$ cat src/rtl/ram_pkg.sv
// Shared types, default parameters and the byte-lane merge helper for ram_dp_be.
package ram_pkg;

  typedef enum logic {RAM_INIT, RAM_READY} ram_state_e;

  localparam int unsigned DEF_ADDR_WIDTH   = 4;
  localparam int unsigned DEF_DATA_WIDTH   = 16;
  localparam int unsigned DEF_BYTE_WIDTH   = 8;
  localparam int unsigned DEF_RD_LATENCY   = 1;
  localparam bit          DEF_CLEAR_ON_RST = 1'b1;

  // Widest word be_merge can handle; callers zero-extend into it and truncate back.
  localparam int unsigned MERGE_WIDTH = 256;
  localparam int unsigned MERGE_IDX_W = $clog2(MERGE_WIDTH);

  // Enabled lanes take din, the rest keep old_word; be bit k covers lane k.
  function automatic logic [MERGE_WIDTH-1:0] be_merge(
    input logic [MERGE_WIDTH-1:0] old_word,
    input logic [MERGE_WIDTH-1:0] din,
    input logic [MERGE_WIDTH-1:0] be,
    input int unsigned            byte_width
  );
    logic [MERGE_WIDTH-1:0] res;
    res = old_word;
    for (int unsigned i = 0; i < MERGE_WIDTH; i++) begin
      if (be[MERGE_IDX_W'(i / byte_width)]) begin
        res[MERGE_IDX_W'(i)] = din[MERGE_IDX_W'(i)];
      end
    end
    return res;
  endfunction

endpackage

$ cat src/rtl/ram_rd_pipe.sv
// Read-data output pipeline: one or two register stages carrying data plus valid,
// flushed synchronously by rst. Data registers only load on valid so rd_dout holds.
module ram_rd_pipe
  import ram_pkg::*;
#(
  parameter int unsigned DATA_WIDTH = DEF_DATA_WIDTH,
  parameter int unsigned RD_LATENCY = DEF_RD_LATENCY
) (
  input  logic                  clk,
  input  logic                  rst,
  input  logic                  in_valid,
  input  logic [DATA_WIDTH-1:0] in_data,
  output logic                  out_valid,
  output logic [DATA_WIDTH-1:0] out_data
);

  logic                  s1_valid;
  logic [DATA_WIDTH-1:0] s1_data;

  always_ff @(posedge clk) begin
    if (rst) begin
      s1_valid <= 1'b0;
      s1_data  <= '0;
    end else begin
      s1_valid <= in_valid;
      if (in_valid) s1_data <= in_data;
    end
  end

  if (RD_LATENCY == 1) begin : g_lat1
    assign out_valid = s1_valid;
    assign out_data  = s1_data;
  end else if (RD_LATENCY == 2) begin : g_lat2
    logic                  s2_valid;
    logic [DATA_WIDTH-1:0] s2_data;

    always_ff @(posedge clk) begin
      if (rst) begin
        s2_valid <= 1'b0;
        s2_data  <= '0;
      end else begin
        s2_valid <= s1_valid;
        if (s1_valid) s2_data <= s1_data;
      end
    end

    assign out_valid = s2_valid;
    assign out_data  = s2_data;
  end else begin : g_bad_latency
    $error("ram_rd_pipe: RD_LATENCY must be 1 or 2");
    assign out_valid = 1'b0;
    assign out_data  = '0;
  end

endmodule

$ cat src/rtl/ram_dp_be.sv
// Simple dual-port RAM with byte enables, write-first collision forwarding,
// 1/2-cycle registered read and an optional post-reset clear sequence.
module ram_dp_be
  import ram_pkg::*;
#(
  parameter int unsigned ADDR_WIDTH   = DEF_ADDR_WIDTH,
  parameter int unsigned DATA_WIDTH   = DEF_DATA_WIDTH,
  parameter int unsigned BYTE_WIDTH   = DEF_BYTE_WIDTH,
  parameter int unsigned RD_LATENCY   = DEF_RD_LATENCY,
  parameter bit          CLEAR_ON_RST = DEF_CLEAR_ON_RST
) (
  input  logic                             clk,
  input  logic                             rst,
  input  logic                             we,
  input  logic [DATA_WIDTH/BYTE_WIDTH-1:0] wr_be,
  input  logic [ADDR_WIDTH-1:0]            wr_addr,
  input  logic [DATA_WIDTH-1:0]            wr_din,
  input  logic                             re,
  input  logic [ADDR_WIDTH-1:0]            rd_addr,
  output logic [DATA_WIDTH-1:0]            rd_dout,
  output logic                             rd_valid,
  output logic                             busy
);

  localparam int unsigned DEPTH = 2 ** ADDR_WIDTH;

  if (BYTE_WIDTH == 0 || DATA_WIDTH % BYTE_WIDTH != 0 || DATA_WIDTH > MERGE_WIDTH)
  begin : g_bad_width
    $error("ram_dp_be: DATA_WIDTH must be a nonzero multiple of BYTE_WIDTH, at most %0d",
           MERGE_WIDTH);
  end

  logic [DATA_WIDTH-1:0] mem [DEPTH];

  ram_state_e            state, state_next;
  logic [ADDR_WIDTH-1:0] clr_cnt;
  logic                  clr_we_c;
  logic                  wr_en_c;
  logic                  rd_en_c;
  logic [DATA_WIDTH-1:0] wr_word_c;
  logic [DATA_WIDTH-1:0] rd_word_c;

  // State, clear counter and busy flag
  always_ff @(posedge clk) begin
    if (rst) begin
      state   <= CLEAR_ON_RST ? RAM_INIT : RAM_READY;
      clr_cnt <= '0;
      busy    <= CLEAR_ON_RST;
    end else begin
      state <= state_next;
      busy  <= (state_next == RAM_INIT);
      if (clr_we_c) clr_cnt <= clr_cnt + ADDR_WIDTH'(1);
    end
  end

  // Next state and port gating; user traffic only reaches memory in RAM_READY
  always_comb begin
    state_next = state;
    clr_we_c   = 1'b0;
    wr_en_c    = 1'b0;
    rd_en_c    = 1'b0;
    case (state)
      RAM_INIT: begin
        clr_we_c = !rst;
        if (clr_cnt == ADDR_WIDTH'(DEPTH - 1)) state_next = RAM_READY;
      end
      RAM_READY: begin
        wr_en_c = we && !rst;
        rd_en_c = re && !rst;
      end
      default: state_next = RAM_READY;
    endcase
  end

  // The merged write word doubles as the forwarded word on an address collision
  assign wr_word_c = DATA_WIDTH'(be_merge(MERGE_WIDTH'(mem[wr_addr]), MERGE_WIDTH'(wr_din),
                                          MERGE_WIDTH'(wr_be), BYTE_WIDTH));
  assign rd_word_c = (wr_en_c && (wr_addr == rd_addr)) ? wr_word_c : mem[rd_addr];

  always_ff @(posedge clk) begin
    if (clr_we_c) begin
      mem[clr_cnt] <= '0;
    end else if (wr_en_c) begin
      mem[wr_addr] <= wr_word_c;
    end
  end

  ram_rd_pipe #(
    .DATA_WIDTH (DATA_WIDTH),
    .RD_LATENCY (RD_LATENCY)
  ) u_rd_pipe (
    .clk       (clk),
    .rst       (rst),
    .in_valid  (rd_en_c),
    .in_data   (rd_word_c),
    .out_valid (rd_valid),
    .out_data  (rd_dout)
  );

endmodule

$ cat config.mk
export PLATFORM = sky130hd
export DESIGN_NAME = ram_dp_be
export DESIGN_NICKNAME = d
export VERILOG_FILES = /design/src/rtl/ram_pkg.sv /design/src/rtl/ram_rd_pipe.sv /design/src/rtl/ram_dp_be.sv
export SDC_FILE = /design/constraint.sdc
export NUM_CORES = 1
export LEC_CHECK = 0
export CAP_MARGIN = 20
export CORE_MARGIN = 2
export CORE_UTILIZATION = 66
export DETAILED_ROUTE_END_ITERATION = 7
export GPL_TIMING_DRIVEN = 1
export PLACE_DENSITY = 0.94
export SYNTH_ARGS = -nofsm -noshare
export SYNTH_HDL_FRONTEND = slang
export SYNTH_SLANG_ARGS = --single-unit
$ cat constraint.sdc
create_clock -name clk -period 6.6 [get_ports clk]
set_input_delay 1.32 -clock clk [delete_from_list [all_inputs] [get_ports clk]]
set_output_delay 1.32 -clock clk [all_outputs]
set_load 0.01 [all_outputs]
=== Word level (Yosys, flattened, before mapping) ===
Memories as Yosys holds them, arrays and structs flattened. A register that Yosys moved wholly into a read port is not among the register bits.
Cells that the tools add are included.

* Register bits after elaboration: 7
* Bits in writable memories: 256
* Input port bits: 30
* Output and inout bits: 18
* Logic and storage cells: 41
* Memories kept: 1

* Add/subtract/negate cells: 1
* Equality and inequality tests: 1
* Muxes and demuxes: 29
* Bitwise gates (word level): 1
* Reduce and logical (&&, ||, !) cells: 4

{| class="wikitable"
|+ Memory list
! name !! depth !! width !! rd ports !! clocked after Yosys merged registers in !! write ports !! line !! RTL
|-
| mem || 16 || 16 || 2 || 1 || 1 || ram_dp_be.sv:33 || <nowiki>logic [DATA_WIDTH-1:0] mem [DEPTH];</nowiki>
|}

{| class="wikitable"
|+ Operators with widths
! operator !! count
|-
| $mux 1 || 27
|-
| $mux 16 || 1
|-
| $reduce_or 16->1 || 1
|-
| $add 4x1->4 const B || 1
|-
| $eq 4x4->1 const B || 1
|-
| $mux 4 || 1
|-
| $logic_and 1x1->1 || 2
|-
| $logic_not 1->1 || 1
|-
| $not 1->1 || 1
|}

=== Longest topological paths before layout ===
Gate-level depths: netlist (run 1).

* Word-level depth: 8
* Gate-level depth with buffers: 9
* Mapped depth without buffers: 5

=== Hierarchy ===
A second synthesis (run 1) with hierarchy kept.

* Cell total of the unflattened synthesis: 836
* Area total of the unflattened synthesis: 13430.4 um2

{| class="wikitable"
|+ Modules (own cells, without submodules)
! module !! times used !! cells each !! area each (um2) !! sequential area each (um2)
|-
| ram_dp_be || 1 || 782 || 12822.3 || 7807.5
|-
| ram_rd_pipe || 1 || 54 || 608.1 || 340.3
|}

=== Worst setup path before layout (run 1) ===
No wires, ideal clock.

* Kind: input port to flip-flop
* Start: input wr_addr[1]
* End: memory mem[3][0] (netlist name) (enable)
* Library setup time: 0.388 ns
* Arrival: 3.173 ns
* Required time: 6.212 ns
* Slack: 3.039 ns
* Cell stages on the path: 6
* Buffers on the path: 2
* Path through: buf_1 clkbuf_1 nand2_1 nor2_1 a31oi_1 nor2_1

* Word-level cells in the longest chain between the ends: 1

{| class="wikitable"
|+ RTL lines
! item !! line !! RTL
|-
| start: declaration || ram_dp_be.sv:16 || <nowiki>input logic [ADDR_WIDTH-1:0] wr_addr,</nowiki>
|-
| $mux 4 (no line) || - ||
|-
| end: declaration || ram_dp_be.sv:33 ||
|}

Every way passes these cells.

=== Final worst setup path (run 1) ===
* Start: input wr_addr[1]
* End: memory mem[1][13] (netlist name) (data pin)

* Word-level cells in the longest chain between the ends: 3

{| class="wikitable"
|+ RTL lines
! item !! line !! RTL
|-
| $mem_v2 16x16 || - ||
|-
| $mux 1 || ram_pkg.sv:26 || <nowiki>if (be[MERGE_IDX_W'(i / byte_width)]) begin</nowiki>
|-
| $mux 16 (no line) || - ||
|}

Every way passes these cells.

==> flow_summary.ini, run 1 <==
[setup_path]
r2r-end = u_rd_pipe.out_data[11]
worst_ep_required_time_ns = 6.80
critPathLaunchType = input pin
cp_max_fo = 16
critPathArrivalTime_ns = 4.62
r2r_slack_ns = 3.16
crit_path_start = wr_addr[1]
worstRegToRegCells = 6
timing.rr.start = state
worstSetupPathType = in -> reg
endpoint_kind = flop

[sta]
fin_setup_tns_ns = 0
period_needed_ns = 4.42
fin_skew_ns = 0.0227
rsz0062_at_grt = false
slew_violations = 0
worst_pin_slew_ns = 1.22
finalCritPeriodShare_pct = 67.0
setup_viol = 0
fmax_ghz = 0.226
finalHoldViolations = 0
slew-limit-headroom_pct = 18.5

[clock_tree]
hold_buffers = 0
cts_buffers = 29
path_clk_slew_ns = 0.06
cts.sinks = 279
cts_tree = yes
cts_setup_buffers = 0
clock_path_buffers = 3
root_buffer = clkbuf_16
h-tree-depth = 1
clk_latency_ns = 0.55
cts_resized = 0

[floorplanning]
ios = 48
die_x_um = 144
design.core.area_um2 = 19400
start_util_pct = 66.9
dieHeight_um = 144
dieArea_um2 = 20800
rows = 51

[cells_and_area]
finalInstanceArea_um2 = 14700
layout.nets = 834
drive_gt1_share_pct = 29.2
diodes = 0
synthToLayoutAreaGrowth_pct = 13.0
fillers = 992

[logic_synthesis]
yosys_warnings = 0
synth-seq-cells = 279
syn_inst = 760
synthArstFlopShare_pct = 0
netlist.area_leader.share_pct = 59.2
dominantRegCellSynth = edfxtp_1
avgSynthCellArea_um2 = 17.1
synth_area_um2 = 13000
synth_edf_count = 256
syn_nets = 791
yosysTopAreaCell = edfxtp_1
yosysUniqueCellTypes = 38
ys_seq_area_share_pct = 62.8
synthTopCellsByArea = edfxtp_1, mux4_2, dfxtp_1

[place]
gp_congestion = 0.910
placed_area_um2 = 13700
hpwl_um = 22000
port_buffers = 47

[worst_hold_path]
min_to = u_rd_pipe.out_data[2]
hp-class = reg -> reg
worstHoldStart = u_rd_pipe.out_data[2]
worstHoldPathCells = 2

[outcome]
status = complete, but fails checks
failed_checks = DRC

[global_routing]
grt_max_degree = 55
grt_pass1_wl_um = 55500
grt_pass1_vias = 8865
grt-ovfl-total = 0
antenna_found_initial = 0
track_usage_pct = 37.5

[run]
maxCapViolCount = 0

[routing]
drt_wl_total_um = 38200
avgViaCountPerCell = 8.13
vias = 8861
antenna_left = 0
firstDrtPassIters = 8
wl_per_cell_um = 35.0
drt_iter0_drc = 1695
drc = 24

[power_and_ir_drop]
powerDensity_nw_per_um2 = 255
irDropWorstVdd_v = 0.000195
p_leak_nw = 5.08
flip-flops by register name, indices dropped and copies added (netlist names):
register / flops
clr_cnt: 4
mem: 256
busy: 1
u_rd_pipe.out_valid: 1
state: 1
u_rd_pipe.out_data: 16
through the flow:
stage / util, % / cells / setup slack (ns) / total power [mW] / hold slack [ns]
4_1_cts: 75.3 / 1088 / 2.36 / 3.71 / 0.506
3_5_place_dp: 70.9 / 1035 / 1.91 / 2.25 / 0.481
5_1_grt: 75.6 / 1090 / 2.19 / 3.81 / 0.535
6_report: 75.6 / 1090 / 2.18 / 3.74 / 0.520
3_3_place_gp: 70.8 / 1034 / 1.98 / 2.23 / 0.484
2_1_floorplan: - / 760 / 3.04 / 2.16 / 0.503
how the worst max path moves through the flow:
stage | endpoint | slack (ns) | cells past startpoint
final | mem[1][13] | 2.18 | 7
after global routing | mem[1][13] | 2.19 | 7
after CTS | u_rd_pipe.out_data[11] | 2.36 | 6
after detailed placement | u_rd_pipe.out_data[11] | 1.91 | 6
after global placement | u_rd_pipe.out_data[12] | 1.98 | 6
after floorplan | mem[3][0] | 3.04 | 6
worst max-delay path: stages:
cell and delay, ns:
clkdlybuf4s50_1 0.95, nand2b_1 0.65, buf_4 0.34, o22ai_1 0.12
a211oi_1 0.29, a21oi_1 0.12, nor2_1 0.81
cell usage in the layout (no fill, tap or decap), drive strengths merged, types with 2 or more instances in the layout:
cell type      netlist  layout
a211oi              16      16
a21oi               18      18
a22oi               14      14
a31oi                6       6
a32oi                7       7
buf                 24      32
clkbuf              39      42
clkdlybuf4s50        0      43
clkinv               0      10
dfxtp               23      23
edfxtp             256     256
inv                  4       4
mux2                37      37
mux2i               19      19
mux4               110     110
nand2               35      35
nand2b               5       5
nand3b               9       9
nor2                53      53
nor2b                5       5
o21ai                7       7
o221ai              18      18
o22ai               34      34
or2                  2       2
xnor2                3       3
xor2                 6       6
report_power, final:
group / internal (mW) / switching (mW) / total (mW) / leakage, nW
Combinational: 0.122 / 0.172 / 0.295 / 1.78
Sequential: 1.92 / 0.0148 / 1.94 / 2.87
Clock: 0.841 / 0.667 / 1.51 / 0.425
Total: 2.89 / 0.854 / 3.74 / 5.08
cell type report:
class	count	area, µm²	area share [%]
Clock buffer	42	805	5.49
Tap cell	265	332	2.26
Multi-Input combinational cell	414	4590	31.3
Timing Repair Buffer	75	713	4.86
Sequential cell	279	8150	55.6
Clock inverter	11	55.1	0.376
Inverter	4	15.0	0.102
synthesized netlist by cell type (11+ instances only):
library cell,instances
o22ai_1,34
nor2_1,53
buf_2,12
mux2i_1,19
clkbuf_1,38
edfxtp_1,256
mux4_2,110
nand2_1,35
o221ai_1,15
mux2_2,37
a211oi_1,16
a22oi_1,14
buf_1,11
a21oi_1,18
dfxtp_1,23
routing by layer:
metal  part of all wire (%)  vias to the layer above  GRT usage, %
met1                     30                     4237          48.4
met4                    8.2                        0          22.4
li1                       -                     3245             -
met3                     16                      320          11.3
met2                     45                     1059          57.3
met5                      0                        -             0
kinds of logic (layout without fill, tap and decap cells):
| kind of cell | Yosys count | count (layout) | synth area share, % |
|---|---|---|---|
| DFF | 279 | 279 | 62.8 |
| muxes | 166 | 166 | 23.8 |
| AOI/OAI and AO/OA | 122 | 122 | 6.61 |
| and+or+nand+nor | 116 | 116 | 4.01 |
| buffers and inverters | 67 | 132 | 2.12 |
| xor gates and xnor gates | 9 | 9 | 0.607 |
| adders and majority gates | 1 | 1 | 0.0964 |
Power figures use the tool's default switching activity.
==> run 2, diff against run 1 <==
--- a/config.mk
+++ b/config.mk
@@ -7,10 +7,10 @@
 export LEC_CHECK = 0
 export CAP_MARGIN = 20
 export CORE_MARGIN = 2
-export CORE_UTILIZATION = 66
+export CORE_UTILIZATION = 55
 export DETAILED_ROUTE_END_ITERATION = 7
 export GPL_TIMING_DRIVEN = 1
-export PLACE_DENSITY = 0.94
+export PLACE_DENSITY = 0.85
 export SYNTH_ARGS = -nofsm -noshare
 export SYNTH_HDL_FRONTEND = slang
 export SYNTH_SLANG_ARGS = --single-unit
==> constraint.sdc (replaced) <==
create_clock -name clk -period 3.6 [get_ports clk]
set_input_delay 0.72 -clock clk [delete_from_list [all_inputs] [get_ports clk]]
set_output_delay 0.72 -clock clk [all_outputs]
set_load 0.01 [all_outputs]
==> run 2 against run 1 <==
  * The flow now finishes without violations
  * Largest cell class unchanged
  * Sequential cell count stayed put
  * Critical path depth is 1 lower
  * Sequential share of layout area shrank 1.5 points
==> flow_summary.ini, run 2 (same netlist as run 1, synthesis figures left out) <==
[clock_tree]
h-tree-depth = 1
cts_resized = 0
clock_path_buffers = 3
cts_setup_buffers = 0
root_buffer = clkbuf_16
hold_buffers = 0
clk_latency_ns = 0.54
cts_tree = yes
cts.sinks = 279
cts_buffers = 27
path_clk_slew_ns = 0.06

[worst_hold_path]
hp-class = reg -> reg
worstHoldStart = u_rd_pipe.out_data[8]

[sta]
slew-limit-headroom_pct = 30.3
fin_setup_tns_ns = 0
slew_violations = 0
finalHoldViolations = 0
finalCritPeriodShare_pct = 85.5
rsz0062_at_grt = false
hold-worst-slack_ns = 0.519
period_needed_ns = 3.08
worst_pin_slew_ns = 1.05
setup_viol = 0
fin_skew_ns = 0.0102
fmax_ghz = 0.325

[routing]
wl_per_cell_um = 30.9
firstDrtPassIters = 6
drt_wl_total_um = 36200
antenna_left = 0
avgViaCountPerCell = 7.17
drt_iter0_drc = 1021
drc = 0
vias = 8392

[cells_and_area]
final_cell_mix = edfxtp_1, mux4_2, buf_4
largest-register = mem
drive_gt1_share_pct = 32.4
layout.nets = 863
fin_cells = 1171
finalInstanceArea_um2 = 15100
largest_reg_flops = 256
layout_commonest_cell = edfxtp_1
fillers = 1481
diodes = 0
synthToLayoutAreaGrowth_pct = 16.0

[setup_path]
worst_ep_required_time_ns = 4.02
cp_max_fo = 16
r2r_slack_ns = 0.65
worstRegToRegCells = 5
r2r-end = u_rd_pipe.out_data[3]
worstSetupPathType = in -> reg
critPathArrivalTime_ns = 3.50
endpoint_kind = flop
crit_path_start = wr_addr[1]
endpoint = u_rd_pipe.out_data[3]
critPathLaunchType = input pin
timing.rr.start = state

[place]
placed_area_um2 = 14100
gp_congestion = 0.934
port_buffers = 47
place_inst = 1122
hpwl_um = 22000

[power_and_ir_drop]
p_sw_mw = 1.55
irDropWorstVdd_v = 0.000252
pwr-share-clk_pct = 41.5
intPower_mw = 5.45
p_seq_share_pct = 50.7
pwr-share-comb_pct = 7.9
p_leak_nw = 5.26
powerDensity_nw_per_um2 = 465
swShare_pct = 22.1

[global_routing]
grt-ovfl-total = 0
antenna_found_initial = 0
grt_pass1_vias = 8543
grt_max_degree = 67
grt_pass1_wl_um = 53600
track_usage_pct = 30.0

[floorplanning]
design.core.area_um2 = 23300
dieArea_um2 = 24800
ios = 48
rows = 56
dieHeight_um = 158
die_x_um = 158
start_util_pct = 55.6

[run]
maxCapViolCount = 0

[outcome]
status = complete, no violations
run 2: cell types whose count changed in the layout (fill, tap and decap cells not counted), sizes merged:
cell / delta
clkbuf: -6
clkinv: -2
bufinv: +3
buf: +31
clkinvlp: +1
run 2: worst min-delay path by stage:
| stage | cells past startpoint | slack [ns] | endpoint |
|---|---|---|---|
| after floorplan | 2 | 0.50 | u_rd_pipe.out_data[10] |
| after global placement | 2 | 0.50 | u_rd_pipe.out_data[10] |
| after detailed placement | 2 | 0.50 | u_rd_pipe.out_data[14] |
| after CTS | 2 | 0.50 | u_rd_pipe.out_data[8] |
| after global routing | 2 | 0.53 | u_rd_pipe.out_data[10] |
| final | 2 | 0.52 | u_rd_pipe.out_data[8] |
run 2: stage by stage:
step,setup slack (ns),power [mW],util (%)
after detailed placement,0.103,4.15,60.6
after global placement,0.188,4.13,60.6
after global routing,0.474,7.15,64.5
after floorplan,0.639,3.96,-
final,0.522,7.01,64.5
after CTS,0.585,6.99,64.5
run 2: power by group through the flow:
stage / logic (mW) / clock network, mW / registers, mW
5_1_grt: 0.571 / 3.03 / 3.55
3_3_place_gp: 0.516 / 0 / 3.62
3_5_place_dp: 0.528 / 0 / 3.62
6_report: 0.550 / 2.90 / 3.55
4_1_cts: 0.537 / 2.90 / 3.55
2_1_floorplan: 0.348 / 0 / 3.61
run 2: critical path: stages:
cell             delay, ns
clkdlybuf4s50_1       0.57
nor2b_1               0.22
or4_1                 0.50
a221o_1               0.41
or3_1                 0.67
o221ai_1              0.41
run 2: cell type report:
cell class	instances	area, µm²	share of cell area, %
Timing Repair Buffer	106	986	6.55
Clock inverter	13	160	1.06
Multi-Input combinational cell	414	4600	30.5
Tap cell	319	399	2.65
Clock buffer	36	749	4.98
Inverter	4	15.0	0.0997
Sequential cell	279	8150	54.1
run 2: per-layer routing:
layer | routed length (µm) | GRT usage [%]
met1 | 12200 | 39.4
met2 | 17200 | 47.1
met3 | 4850 | 7.36
met4 | 2050 | 15.9
met5 | 0 | 0
